## config.mk

```make
export PLATFORM = sky130hd
export DESIGN_NAME = axi_burst_master
export DESIGN_NICKNAME = d
export VERILOG_FILES = /design/src/rtl/axi_burst_master.sv
export SDC_FILE = /design/constraint.sdc
export NUM_CORES = 1
export LEC_CHECK = 0
export CELL_PAD_IN_SITES_DETAIL_PLACEMENT = 2
export CELL_PAD_IN_SITES_GLOBAL_PLACEMENT = 2
export CORE_AREA = 2 2 157 235
export CTS_BUF_LIST = sky130_fd_sc_hd__clkbuf_8
export DETAILED_ROUTE_END_ITERATION = 8
export DIE_AREA = 0 0 159 237
export GPL_ROUTABILITY_DRIVEN = 0
export GPL_TIMING_DRIVEN = 0
export PLACE_DENSITY_LB_ADDON = 0.1
export SYNTH_ARGS = -nofsm -noshare
export SYNTH_HDL_FRONTEND = slang
export SYNTH_SLANG_ARGS = --single-unit
```

## constraint.sdc

```tcl
create_clock -name ACLK -period 4.6 [get_ports ACLK]
set_input_delay 1.38 -clock ACLK [delete_from_list [all_inputs] [get_ports ACLK]]
set_output_delay 1.38 -clock ACLK [all_outputs]
set_load 0.005 [all_outputs]
```

## src/rtl/axi_burst_master.sv

```systemverilog
// AXI4 burst initiator: one legal INCR/WRAP/FIXED burst per command, write or read.
module axi_burst_master #(
    parameter int unsigned ADDR_WIDTH = 32,
    parameter int unsigned DATA_WIDTH = 32
) (
    input  logic                      ACLK,
    input  logic                      ARESETn,
    // command interface
    input  logic                      cmd_valid,
    output logic                      cmd_ready,
    input  logic                      cmd_write,
    input  logic [ADDR_WIDTH-1:0]     cmd_addr,
    input  logic [7:0]                cmd_len,
    input  logic [2:0]                cmd_size,
    input  logic [1:0]                cmd_burst,
    // write-beat source
    input  logic                      wr_valid,
    output logic                      wr_ready,
    input  logic [DATA_WIDTH-1:0]     wr_data,
    input  logic [DATA_WIDTH/8-1:0]   wr_strb,
    // read-beat sink
    output logic                      rd_valid,
    input  logic                      rd_ready,
    output logic [DATA_WIDTH-1:0]     rd_data,
    output logic [1:0]                rd_resp,
    output logic                      rd_last,
    // completion
    output logic                      done,
    output logic [1:0]                done_resp,
    output logic                      proto_err,
    // AXI write address
    output logic                      AWVALID,
    input  logic                      AWREADY,
    output logic [ADDR_WIDTH-1:0]     AWADDR,
    output logic [7:0]                AWLEN,
    output logic [2:0]                AWSIZE,
    output logic [1:0]                AWBURST,
    // AXI write data
    output logic                      WVALID,
    input  logic                      WREADY,
    output logic [DATA_WIDTH-1:0]     WDATA,
    output logic [DATA_WIDTH/8-1:0]   WSTRB,
    output logic                      WLAST,
    // AXI write response
    input  logic                      BVALID,
    output logic                      BREADY,
    input  logic [1:0]                BRESP,
    // AXI read address
    output logic                      ARVALID,
    input  logic                      ARREADY,
    output logic [ADDR_WIDTH-1:0]     ARADDR,
    output logic [7:0]                ARLEN,
    output logic [2:0]                ARSIZE,
    output logic [1:0]                ARBURST,
    // AXI read data
    input  logic                      RVALID,
    output logic                      RREADY,
    input  logic [DATA_WIDTH-1:0]     RDATA,
    input  logic [1:0]                RRESP,
    input  logic                      RLAST
);

    localparam int unsigned STRB_W   = DATA_WIDTH / 8;
    localparam int unsigned MAX_SIZE = $clog2(STRB_W);
    localparam int unsigned EXT_W    = ADDR_WIDTH + 12;

    typedef enum logic [2:0] {
        IDLE, CHECK, W_ADDR, W_DATA, W_RESP, R_ADDR, R_DATA, DONE
    } state_t;

    state_t                  state_q, state_d;
    logic [ADDR_WIDTH-1:0]   addr_q, addr_d;
    logic [7:0]              len_q, len_d;
    logic [2:0]              size_q, size_d;
    logic [1:0]              burst_q, burst_d;
    logic                    write_q, write_d;
    logic                    cmd_ready_q, cmd_ready_d;
    logic                    awvalid_q, awvalid_d;
    logic                    arvalid_q, arvalid_d;
    logic                    bready_q, bready_d;
    logic                    wvalid_q, wvalid_d;
    logic [DATA_WIDTH-1:0]   wdata_q, wdata_d;
    logic [STRB_W-1:0]       wstrb_q, wstrb_d;
    logic                    wlast_q, wlast_d;
    logic [8:0]              cnt_q, cnt_d;
    logic [1:0]              acc_q, acc_d;
    logic                    perr_q, perr_d;
    logic                    done_q, done_d;
    logic [1:0]              done_resp_q, done_resp_d;
    logic                    proto_err_q, proto_err_d;

    logic                    illegal;
    logic [EXT_W-1:0]        addr_ext, nbytes, last_byte;
    logic [ADDR_WIDTH-1:0]   align_mask;
    logic                    wr_hs;
    logic [1:0]              beat_resp, acc_nxt;
    logic                    perr_nxt;

    // Burst legality of the captured descriptor, evaluated during CHECK.
    always_comb begin
        illegal    = 1'b0;
        addr_ext   = EXT_W'(addr_q);
        nbytes     = (EXT_W'(len_q) + EXT_W'(1)) << size_q;
        last_byte  = addr_ext + nbytes - EXT_W'(1);
        align_mask = (ADDR_WIDTH'(1) << size_q) - ADDR_WIDTH'(1);
        if (burst_q == 2'b11) illegal = 1'b1;
        if (size_q > 3'(MAX_SIZE)) illegal = 1'b1;
        if (burst_q == 2'b10) begin
            if (!(len_q == 8'd1 || len_q == 8'd3 || len_q == 8'd7 || len_q == 8'd15))
                illegal = 1'b1;
            if ((addr_q & align_mask) != '0) illegal = 1'b1;
        end
        if (burst_q == 2'b01 && (last_byte >> 12) != (addr_ext >> 12)) illegal = 1'b1;
        if (burst_q == 2'b00 && len_q > 8'd15) illegal = 1'b1;
    end

    assign wr_ready = (state_q == W_DATA) && (!wvalid_q || WREADY) && (cnt_q <= 9'(len_q));
    assign wr_hs    = wr_valid && wr_ready;

    // Next-state, datapath and registered-output logic.
    always_comb begin
        state_d     = state_q;
        addr_d      = addr_q;
        len_d       = len_q;
        size_d      = size_q;
        burst_d     = burst_q;
        write_d     = write_q;
        wvalid_d    = wvalid_q;
        wdata_d     = wdata_q;
        wstrb_d     = wstrb_q;
        wlast_d     = wlast_q;
        cnt_d       = cnt_q;
        acc_d       = acc_q;
        perr_d      = perr_q;
        done_resp_d = done_resp_q;
        proto_err_d = proto_err_q;
        beat_resp   = 2'b00;
        acc_nxt     = acc_q;
        perr_nxt    = perr_q;
        case (state_q)
            IDLE: begin
                if (cmd_valid && cmd_ready_q) begin
                    addr_d  = cmd_addr;
                    len_d   = cmd_len;
                    size_d  = cmd_size;
                    burst_d = cmd_burst;
                    write_d = cmd_write;
                    state_d = CHECK;
                end
            end
            CHECK: begin
                cnt_d  = '0;
                acc_d  = 2'b00;
                perr_d = 1'b0;
                if (illegal) begin
                    done_resp_d = 2'b10;
                    proto_err_d = 1'b0;
                    state_d     = DONE;
                end else if (write_q) begin
                    state_d = W_ADDR;
                end else begin
                    state_d = R_ADDR;
                end
            end
            W_ADDR: begin
                if (AWREADY) state_d = W_DATA;
            end
            W_DATA: begin
                if (wr_hs) begin
                    wvalid_d = 1'b1;
                    wdata_d  = wr_data;
                    wstrb_d  = wr_strb;
                    wlast_d  = (cnt_q == 9'(len_q));
                    cnt_d    = cnt_q + 9'd1;
                end else if (wvalid_q && WREADY) begin
                    wvalid_d = 1'b0;
                end
                if (wvalid_q && WREADY && wlast_q) state_d = W_RESP;
            end
            W_RESP: begin
                if (BVALID) begin
                    done_resp_d = BRESP;
                    proto_err_d = 1'b0;
                    state_d     = DONE;
                end
            end
            R_ADDR: begin
                if (ARREADY) state_d = R_DATA;
            end
            R_DATA: begin
                if (RVALID && rd_ready) begin
                    beat_resp = (RRESP == 2'b01) ? 2'b00 : RRESP;
                    acc_nxt   = (beat_resp > acc_q) ? beat_resp : acc_q;
                    perr_nxt  = perr_q
                              | (RLAST && (cnt_q < 9'(len_q)))
                              | (!RLAST && (cnt_q == 9'(len_q)));
                    cnt_d     = cnt_q + 9'd1;
                    acc_d     = acc_nxt;
                    perr_d    = perr_nxt;
                    if (RLAST) begin
                        done_resp_d = (perr_nxt && acc_nxt < 2'b10) ? 2'b10 : acc_nxt;
                        proto_err_d = perr_nxt;
                        state_d     = DONE;
                    end
                end
            end
            DONE: begin
                state_d = IDLE;
            end
            default: begin
                state_d = IDLE;
            end
        endcase
        cmd_ready_d = (state_d == IDLE);
        awvalid_d   = (state_d == W_ADDR);
        arvalid_d   = (state_d == R_ADDR);
        bready_d    = (state_d == W_RESP);
        done_d      = (state_d == DONE);
    end

    // State and output registers; reset abandons any burst in flight.
    always_ff @(posedge ACLK or negedge ARESETn) begin
        if (!ARESETn) begin
            state_q     <= IDLE;
            addr_q      <= '0;
            len_q       <= '0;
            size_q      <= '0;
            burst_q     <= '0;
            write_q     <= 1'b0;
            cmd_ready_q <= 1'b0;
            awvalid_q   <= 1'b0;
            arvalid_q   <= 1'b0;
            bready_q    <= 1'b0;
            wvalid_q    <= 1'b0;
            wdata_q     <= '0;
            wstrb_q     <= '0;
            wlast_q     <= 1'b0;
            cnt_q       <= '0;
            acc_q       <= 2'b00;
            perr_q      <= 1'b0;
            done_q      <= 1'b0;
            done_resp_q <= 2'b00;
            proto_err_q <= 1'b0;
        end else begin
            state_q     <= state_d;
            addr_q      <= addr_d;
            len_q       <= len_d;
            size_q      <= size_d;
            burst_q     <= burst_d;
            write_q     <= write_d;
            cmd_ready_q <= cmd_ready_d;
            awvalid_q   <= awvalid_d;
            arvalid_q   <= arvalid_d;
            bready_q    <= bready_d;
            wvalid_q    <= wvalid_d;
            wdata_q     <= wdata_d;
            wstrb_q     <= wstrb_d;
            wlast_q     <= wlast_d;
            cnt_q       <= cnt_d;
            acc_q       <= acc_d;
            perr_q      <= perr_d;
            done_q      <= done_d;
            done_resp_q <= done_resp_d;
            proto_err_q <= proto_err_d;
        end
    end

    assign cmd_ready = cmd_ready_q;
    assign done      = done_q;
    assign done_resp = done_resp_q;
    assign proto_err = proto_err_q;

    assign AWVALID = awvalid_q;
    assign AWADDR  = addr_q;
    assign AWLEN   = len_q;
    assign AWSIZE  = size_q;
    assign AWBURST = burst_q;

    assign WVALID  = wvalid_q;
    assign WDATA   = wdata_q;
    assign WSTRB   = wstrb_q;
    assign WLAST   = wlast_q;
    assign BREADY  = bready_q;

    assign ARVALID = arvalid_q;
    assign ARADDR  = addr_q;
    assign ARLEN   = len_q;
    assign ARSIZE  = size_q;
    assign ARBURST = burst_q;

    // Read data path is a straight pass-through while the read burst is open.
    assign rd_valid = (state_q == R_DATA) && RVALID;
    assign RREADY   = (state_q == R_DATA) && rd_ready;
    assign rd_data  = RDATA;
    assign rd_resp  = RRESP;
    assign rd_last  = RLAST;

endmodule
```

==> impl_metrics.tcl, run 1 <==
set metrics [dict create \
    dr.pass1.iters 4 \
    synthAdderAreaFrac_pct 9.176 \
    rsz0062_at_grt "yes" \
    grt_max_degree 61 \
    required_ns 4.94 \
    crit_type "reg -> reg" \
    die_h_microns 237 \
    fin_skew_ns 0.01942 \
    ios 303 \
    clock-sinks 107 \
    yosys_warnings 0 \
    area_delta_synth_final_pct 54.34 \
    syn_area_per_cell_sq_um 8.346 \
    die-width_microns 159 \
    grt_util_all_layers_pct 19.13 \
    num-nets-final 1535 \
    p_leak_nw 5.495 \
    ctsHoldBuffers 0 \
    synth_top_cell_area_share_pct 31.67 \
    coreArea_sq_um 35730 \
    mostFrequentLayoutCells "clkdlybuf4s50_1, buf_4, nand2_1, dfrtp_1, inv_1" \
    synthFlopType "dfrtp_1" \
    synth_top_family_by_area "compound AO/OA/AOI/OAI gates" \
    powerDensity_nw_per_um2 985.9 \
    cts_made_buffers 9 \
    drt_iter0_markers 189 \
    crit_fanout 6 \
    syn_nets 1204 \
    slew_violations 0 \
    routed_wl_microns 36380 \
    yosys.area_share.simple_pct 16.56 \
    maxCapViolCount 0 \
    ant_nets 0 \
    numPortBuffers 270 \
    clk_path_buf_depth 2 \
    synthMuxAreaShare_pct 7.059 \
    grt_pass1_vias 9806 \
    startpoint_type "flip-flop" \
    num_rows 85 \
    async_reset_ff_share_pct 100.0 \
    synth_edf_count 0 \
    crit_path_end_kind "flip-flop" \
    final_util_pct 36.52 \
    irDropWorstVdd_uv 349.5 \
    synth.cell_area_sq_um 8454 \
    synthesis.instances 1013 \
    wire_per_inst_microns 19.88 \
    finalPower_w 0.01286 \
    synth.distinct_cells 62 \
    grt_overflow 0 \
    clk_pin_slew_worst_paths_ns 0.13 \
    h-tree-depth 3 \
    final_common_cell "clkdlybuf4s50_1" \
    die_area_sq_um 37680 \
    synth_xor_area_share_pct 3.108 \
    finalHoldViolations 0 \
    synth_compound_area_share_pct 19.55 \
    stdcell_area_sq_um 13050 \
    finalCriticalPeriod_ns 4.926 \
    placed_cell_area_sq_um 11820 \
    grt_antenna_before_repair 5 \
    violations "negative setup slack" \
    cts_root_buf "clkbuf_8" \
    clk_latency_ns 0.44 \
    fmax_mhz 203.0 \
    grt_pass1_wl_microns 55790 \
    setup_slack_ns -0.3259 \
    relSlewSlack_pct 41.48 \
    vias 8689 \
    drive_gt1_share_pct 22.46 \
    setup_viol 9 \
    vias_per_cell 4.748 \
    status "finished, violations left" \
    yosys_register_bits 107 \
    hpwl_microns 29010 \
    period_share_pct 107.1 \
    synthTopCellsByArea "dfrtp_1, ha_1, buf_4" \
    whs_ns 0.5203 \
    cp.arrival_ns 5.26 \
    cts_tree "built" \
    worst_pin_slew_ns 0.8778 \
    initial_core_util_pct 23.66 \
    ys_seq_area_share_pct 31.67 \
    hp-class "reg -> reg" \
    drc_errors 0 \
    yosysTopAreaCell "dfrtp_1" \
]
-- final timing paths --
path	from	endpoint	slack (ns)	depth (start not counted)
min in group asynchronous	ARESETn	WDATA[2]	0.87	1
max in group asynchronous	ARESETn	ARLEN[4]	2.99	2
max reg2reg	ARLEN[2]	state_q[0]	-0.33	22
min	WSTRB[3]	WSTRB[3]	0.52	1
max	ARLEN[2]	state_q[0]	-0.33	22
min reg2reg	WSTRB[3]	WSTRB[3]	0.52	1
-- cell usage after synthesis, types with 4 or more instances --
master     count
dfrtp_1      107
nand2_1      106
inv_1         89
o21ai_0       87
buf_4         81
a21oi_1       67
ha_1          62
nor2_1        51
mux2_2        45
clkbuf_1      39
nand3_1       24
xor2_1        17
nand4_1       16
o21a_1        15
nor3_1        14
nand2b_1      13
xnor2_1       13
a211oi_1      11
nor2b_1       11
a21o_1         9
a31oi_1        9
and2_1         9
and3_1         9
mux2i_1        9
o22ai_1        9
and4_1         8
o211ai_1       8
a2111oi_0      5
nor4_1         5
o221ai_1       4
o31ai_1        4
or2_2          4
or3_1          4
-- critical path, stage by stage (launching register included) --
cell and delay (ns):
dfrtp_1 0.38, clkbuf_8 0.15, clkinvlp_4 0.10, nor3_4 0.22, buf_4 0.16, nand3_4 0.11
o211ai_1 0.20, o21a_1 0.21, mux2i_1 0.13, buf_4 0.16, o21ai_2 0.15, ha_1 0.26
inv_2 0.08, ha_4 0.23, and4_4 0.22, and4_1 0.20, a311o_1 0.36, a211oi_4 0.37
mux2i_1 0.14, a2111oi_2 0.20, and3_2 0.29, a31oi_4 0.13, or3_1 0.38
-- area by class of cell --
type / count / area, sq um
antenna: 3 / 7.507
buffer: 114 / 788.3
clock buffer: 9 / 123.9
clock inverter: 7 / 95.09
fill: 4052 / 22690
inverter: 89 / 341.6
multi-input combinational: 697 / 5259
sequential: 107 / 2684
tap: 478 / 598.1
timing repair buffer: 326 / 3152
-- metal layers --
metal | wire length (microns) | vias up | track usage (%) | part of all wire, %
met5 | 13 | - | 0 | 0.036
met4 | 959 | 2 | 6.832 | 2.6
met3 | 1881 | 44 | 4.729 | 5.2
met2 | 20180 | 198 | 37.51 | 55
met1 | 13350 | 4304 | 19.37 | 37
li1 | - | 4141 | - | -
-- power by group --
group	internal [W]	switching, W
clock network	0.000269	0.000434
logic	0.00496	0.00541
registers	0.00135	0.000446
total	0.00658	0.00629
-- stage by stage --
| stage | setup TNS, ns | worst slack, ns | instances |
|---|---|---|---|
| after global placement | -311.85 | -3.300 | 1761 |
| after floorplan | 0 | 0.02887 | 1013 |
| after detailed placement | -10.94 | -1.378 | 1762 |
| after global routing | -4.864 | -0.6187 | 1828 |
| final | -2.217 | -0.3259 | 1830 |
| after CTS | -1.278 | -0.2229 | 1813 |
-- kinds of logic (layout without fill, tap and decap cells) --
family,Yosys count,after routing
compound gates,266,266
xor+xnor,30,30
fa+ha+maj,62,62
buf+inv,209,545
flops,107,107
mux,54,54
other cells,0,3
simple gates,285,285
-- flip-flops by register name, indices dropped and copies added (netlist names), 2 cells and up --
signal and cells:
ARLEN 8, ARADDR 32, done_resp 2, ARSIZE 3, WSTRB 4, acc_q 2, WDATA 32, ARBURST 2
state_q 3, cnt_q 9
-- repair_timing --
action / 4_1_cts / 5_1_grt
resized for setup: 114 / 24
pin swaps: 38 / 28
setup buffers: 40 / 15
setup endpoints to repair: 10 / 10
(Power assumes the default switching activity.)
==> run 2: changes to the inputs <==
CORE_AREA = 2 2 160 240   (was 2 2 157 235)
CTS_BUF_LIST = not set   (was sky130_fd_sc_hd__clkbuf_8)
DIE_AREA = 0 0 162 242   (was 0 0 159 237)
==> run 2 against run 1 <==
Compared with the run above: the run still ends with negative setup slack left; worst hold slack got worse by 0.0090 ns; register-to-register slack about the same; count of clock-buffer cells in the layout unchanged; cell count decreased by 0.16%; die area increased by 4.0%; sequential share of layout area increased by 0.28 points; setup slack got worse by 0.012 ns; power decreased by 2.4%; non-clock buffer count decreased by 12; critical path type unchanged; highest routed layer unchanged.
==> impl_metrics.tcl, run 2 (synthesis results as in run 1) <==
set metrics [dict create \
    status "finished, violations left" \
    violations "negative setup slack" \
    clk_pin_slew_worst_paths_ns 0.09 \
    num_rows 87 \
    dp.cells 1773 \
    area_delta_synth_final_pct 52.38 \
    switchingPower_w 0.006181 \
    cts_tree "built" \
    p_seq_share_pct 14.6 \
    crit_path_top_delay_cell "or3_1" \
    n_fill_cell 4203 \
    required_ns 4.87 \
    p_clk_share_pct 6.8 \
    routed_wl_microns 36480 \
    irDropWorstVdd_uv 325.1 \
    grt_pass1_vias 9631 \
    clk_latency_ns 0.39 \
    grt_pass1_wl_microns 56350 \
    h-tree-depth 3 \
    setup_viol 9 \
    grt_util_all_layers_pct 18.66 \
    vias 8695 \
    finalHoldViolations 0 \
    crit_type "reg -> reg" \
    period_share_pct 107.3 \
    final_common_cell "clkdlybuf4s50_1" \
    p_leak_nw 5.460 \
    ant_nets 0 \
    crit_path_end_kind "flip-flop" \
    maxCapViolCount 0 \
    die_area_sq_um 39200 \
    die_h_microns 242 \
    clock-sinks 107 \
    startpoint_type "flip-flop" \
    die-width_microns 162 \
    grt_antenna_before_repair 3 \
    combPwrFrac_pct 78.6 \
    fin_skew_ns 0.01359 \
    slew_violations 0 \
    clk_path_buf_depth 2 \
    switching_share_pct 49.25 \
    powerDensity_nw_per_um2 974.2 \
    instances_no_fill 1827 \
    mostFrequentLayoutCells "clkdlybuf4s50_1, buf_4, nand2_1, dfrtp_1, inv_1" \
    initial_core_util_pct 22.71 \
    cts_made_buffers 9 \
    worst_pin_slew_ns 0.7927 \
    grt_overflow 0 \
    whs_ns 0.5113 \
    cts_root_buf "clkbuf_16" \
    setup_slack_ns -0.3376 \
    ctsHoldBuffers 0 \
    rsz0062_at_grt "yes" \
    drc_errors 0 \
    hpwl_microns 29370 \
    drive_gt1_share_pct 20.79 \
    cp.arrival_ns 5.21 \
    finalCriticalPeriod_ns 4.938 \
    drt_iter0_markers 280 \
    num-nets-final 1523 \
    cp_top_family "compound AO/OA/AOI/OAI gates" \
    coreArea_sq_um 37230 \
    ios 303 \
    crit_chain "clkbuf_8, clkinvlp_4, nor3_4, nand3_1, a21oi_1, nor2_1, a211oi_2, a21oi_2, nand2b_4, ha_1, inv_1, ha_1, clkbuf_8, a21oi_2, o21ai_0, a211oi_2, o21ai_2, a221oi_2, nand4_1, nor4_4, buf_4, a31oi_4, or3_1" \
    numPortBuffers 270 \
    crit_buf_inv 5 \
    final_util_pct 34.60 \
    dr.pass1.iters 4 \
    slowest_delay_ns 0.39 \
    crit_fanout 8 \
    grt_max_degree 82 \
    relSlewSlack_pct 46.60 \
    vias_per_cell 4.759 \
    fmax_mhz 202.5 \
    wire_per_inst_microns 19.96 \
    hp-class "reg -> reg" \
    p_int_w 0.006369 \
]
-- run 2: timing repair --
item | 4_1_cts | 5_1_grt
pin swaps | 41 | 20
buffers inserted | 36 | 8
setup endpoints to repair | 10 | 10
resized for setup | 106 | 15
-- run 2: stage by stage --
stage               power [W]  setup slack [ns]  area, sq um  setup TNS, ns
floorplan            0.006714           0.02887         8489              0
global placement      0.01005            -3.338        11800        -316.18
detailed placement    0.01017            -1.384        11830         -11.16
CTS                   0.01251           -0.3367        12790         -2.305
global route          0.01363           -0.6064        12880         -4.629
finish                0.01255           -0.3376        12880         -2.259
-- run 2: worst reg2reg max path, cell delays in order (launching register included) --
cell and delay [ns]:
dfrtp_1 0.36, clkbuf_8 0.14, clkinvlp_4 0.09, nor3_4 0.27
nand3_1 0.11, a21oi_1 0.17, nor2_1 0.07, a211oi_2 0.30
a21oi_2 0.12, nand2b_4 0.16, ha_1 0.27, inv_1 0.04
ha_1 0.29, clkbuf_8 0.17, a21oi_2 0.22, o21ai_0 0.18
a211oi_2 0.33, o21ai_2 0.16, a221oi_2 0.27, nand4_1 0.17
nor4_4 0.23, buf_4 0.18, a31oi_4 0.12, or3_1 0.39
-- run 2: cell type report --
type	instances	area, sq um	area share [%]
inverters	89	341.6	2.652
clock inverters	7	78.83	0.6119
repair buffers	314	3058	23.74
well taps	489	611.8	4.749
multi-input cells	697	5092	39.53
clock buffers	9	225.2	1.748
diodes	1	2.502	0.01942
plain buffers	114	787.0	6.109
flip-flops and latches	107	2685	20.84
-- run 2: power groups by stage --
stage	Clock (W)	Combinational, W	Sequential (W)
floorplan	0	0.00498	0.00173
global placement	0	0.00820	0.00185
detailed placement	0	0.00830	0.00187
CTS	0.000906	0.00977	0.00184
global route	0.000931	0.0108	0.00191
finish	0.000858	0.00986	0.00183
-- run 2: worst paths after layout --
| check | cells after the start | startpoint | to | slack [ns] |
|---|---|---|---|---|
| setup / recovery | 23 | ARLEN[2] | state_q[0] | -0.34 |
| hold / removal | 1 | WDATA[16] | WDATA[16] | 0.51 |
| setup reg to reg | 23 | ARLEN[2] | state_q[0] | -0.34 |
| hold reg to reg | 1 | WDATA[16] | WDATA[16] | 0.51 |
| max in group asynchronous | 2 | ARESETn | ARLEN[4] | 2.95 |
| min in group asynchronous | 1 | ARESETn | WDATA[25] | 0.85 |
-- run 2: layer usage --
metal / vias to the layer above / share of wire [%] / track usage [%]
met5: - / 0.038 / 0
met4: 4 / 2.6 / 6.039
met3: 48 / 5.4 / 4.503
met2: 215 / 55 / 36.22
met1: 4317 / 37 / 19.26
li1: 4111 / - / -
==> run 3: changes to the inputs <==
SETUP_SLACK_MARGIN = 0.15   (was not set)
==> run 3 against run 2 <==
Compared with the run above: the flow still finishes with violations (negative setup slack); largest power group unchanged; combinational power grew 4%; wire length grew 0.18%; global-route usage shrank 0.20 points; non-clock buffer count grew 8; critical path depth is the same; design area grew 2.0%; critical path type unchanged; worst hold slack lost 0.0036 ns; fmax shrank 2.6%; register-to-register slack lost 0.13 ns; sequential share of layout area shrank 0.43 points.
==> impl_metrics.tcl, run 3 (synthesis results as in run 1) <==
set metrics [dict create \
    hp-class "reg -> reg" \
    crit_path_end_kind "flip-flop" \
    num_rows 87 \
    instances_no_fill 1835 \
    fin_skew_ns 0.01503 \
    vias_per_cell 4.768 \
    clk_latency_ns 0.39 \
    grt_overflow 0 \
    dp.cells 1773 \
    clk_path_buf_depth 2 \
    pre_cts_ws_ns -1.293 \
    routed_wl_microns 36540 \
    grt_util_all_layers_pct 18.46 \
    grt_pass1_wl_microns 55830 \
    die-width_microns 162 \
    wire_per_inst_microns 19.91 \
    num-nets-final 1531 \
    finalHoldViolations 0 \
    drive_gt1_share_pct 22.30 \
    powerDensity_nw_per_um2 990.5 \
    numPortBuffers 270 \
    rsz0062_at_grt "yes" \
    finalCriticalPeriod_ns 5.070 \
    clk_pin_slew_worst_paths_ns 0.09 \
    drc_errors 0 \
    cp.arrival_ns 5.33 \
    crit_top_cell "ha_1" \
    mostFrequentLayoutCells "clkdlybuf4s50_1, buf_4, dfrtp_1, nand2_1, inv_1" \
    fmax_mhz 197.2 \
    status "finished, violations left" \
    worst_pin_slew_ns 0.7898 \
    required_ns 4.86 \
    p_leak_nw 5.542 \
    cts_made_buffers 9 \
    initial_core_util_pct 22.71 \
    setup_tns_ns -3.391 \
    setup_slack_ns -0.4697 \
    whs_ns 0.5077 \
    setup_viol 9 \
    crit_chain "buf_8, clkinvlp_4, nor3_4, buf_6, nand3_4, o211ai_1, o21a_1, nor2_1, nand2_1, ha_1, inv_1, ha_1, clkbuf_8, a21oi_4, o21ai_4, a21o_1, a211oi_4, mux2i_2, or4_4, nor4_4, buf_4, a31oi_4, or3_1" \
    violations "negative setup slack" \
    finalPower_w 0.01302 \
    final_common_cell "clkdlybuf4s50_1" \
    crit_path_top_delay_cell "or4_4" \
    grt_max_degree 73 \
    dr.pass1.iters 4 \
    die_h_microns 242 \
    drt_iter0_markers 229 \
    clock-sinks 107 \
    startpoint_type "flip-flop" \
    relSlewSlack_pct 46.79 \
    ant_nets 0 \
    slew_violations 0 \
    crit_type "reg -> reg" \
    grt_pass1_vias 9852 \
    cts_root_buf "clkbuf_16" \
    cts_tree "built" \
    crit_fanout 8 \
    slowest_delay_ns 0.52 \
    die_area_sq_um 39200 \
    irDropWorstVdd_uv 316.6 \
    maxCapViolCount 0 \
    hpwl_microns 29170 \
    grt_antenna_before_repair 4 \
    h-tree-depth 3 \
    vias 8749 \
    ios 303 \
    period_share_pct 110.2 \
    coreArea_sq_um 37230 \
    area_delta_synth_final_pct 55.42 \
]
run 3: critical path, delay by kind of cell (launching register included):
family / cells / cell delay, ns
AND/OR/NAND/NOR: 7 / 1.78
buffers and inverters: 6 / 0.77
flip-flops: 1 / 0.38
AO/OA/AOI/OAI: 7 / 1.41
multiplexers: 1 / 0.11
adder cells (fa/ha/maj): 2 / 0.48
run 3: layer usage:
layer  GRT usage, %  share of wire [%]  vias to the layer above
met5              0               0.10                        -
li1               -                  -                     4133
met1          18.94                 37                     4349
met4          6.481                2.5                        6
met2          35.66                 55                      211
met3          4.537                5.1                       50
run 3: worst paths after layout:
kind | startpoint | end | slack [ns] | cells after the start
min in group asynchronous | ARESETn | ARADDR[8] | 0.89 | 1
worst max-delay path | ARLEN[3] | state_q[0] | -0.47 | 23
worst min register to register | WDATA[30] | WDATA[30] | 0.51 | 1
worst min-delay path | WDATA[30] | WDATA[30] | 0.51 | 1
max in group asynchronous | ARESETn | WDATA[20] | 2.95 | 2
worst max register to register | ARLEN[3] | state_q[0] | -0.47 | 23
run 3: repair_timing:
item                                    CTS  global route
buffers inserted                         26            19
gates resized for setup                  68            63
pin swaps                                27            30
hold buffers                              0             0
endpoints found under the setup margin   10            10
run 3: final cells by class:
| type | count | area (sq um) |
|---|---|---|
| Multi-Input combinational cell | 697 | 5271 |
| Timing Repair Buffer | 316 | 3083 |
| Sequential cell | 107 | 2683 |
| Clock buffer | 9 | 225.2 |
| Tap cell | 489 | 611.8 |
| Inverter | 89 | 341.6 |
| Clock inverter | 7 | 88.84 |
| Buffer | 120 | 833.3 |
| Fill cell | 4178 | 24090 |
| Antenna cell | 1 | 2.502 |
run 3: report_power, final:
group	switching, W	internal, W	leakage [nW]
logic	0.00546	0.00485	4.11
clock network	0.000459	0.000440	0.152
registers	0.000451	0.00135	1.28
total	0.00637	0.00665	5.54
run 3: through the flow:
step / utilization, % / instance area (sq um)
after floorplan: - / 8588
after global placement: 31.97 / 11900
after detailed placement: 32.05 / 11930
after CTS: 34.12 / 12700
after global routing: 35.29 / 13140
final: 35.30 / 13140
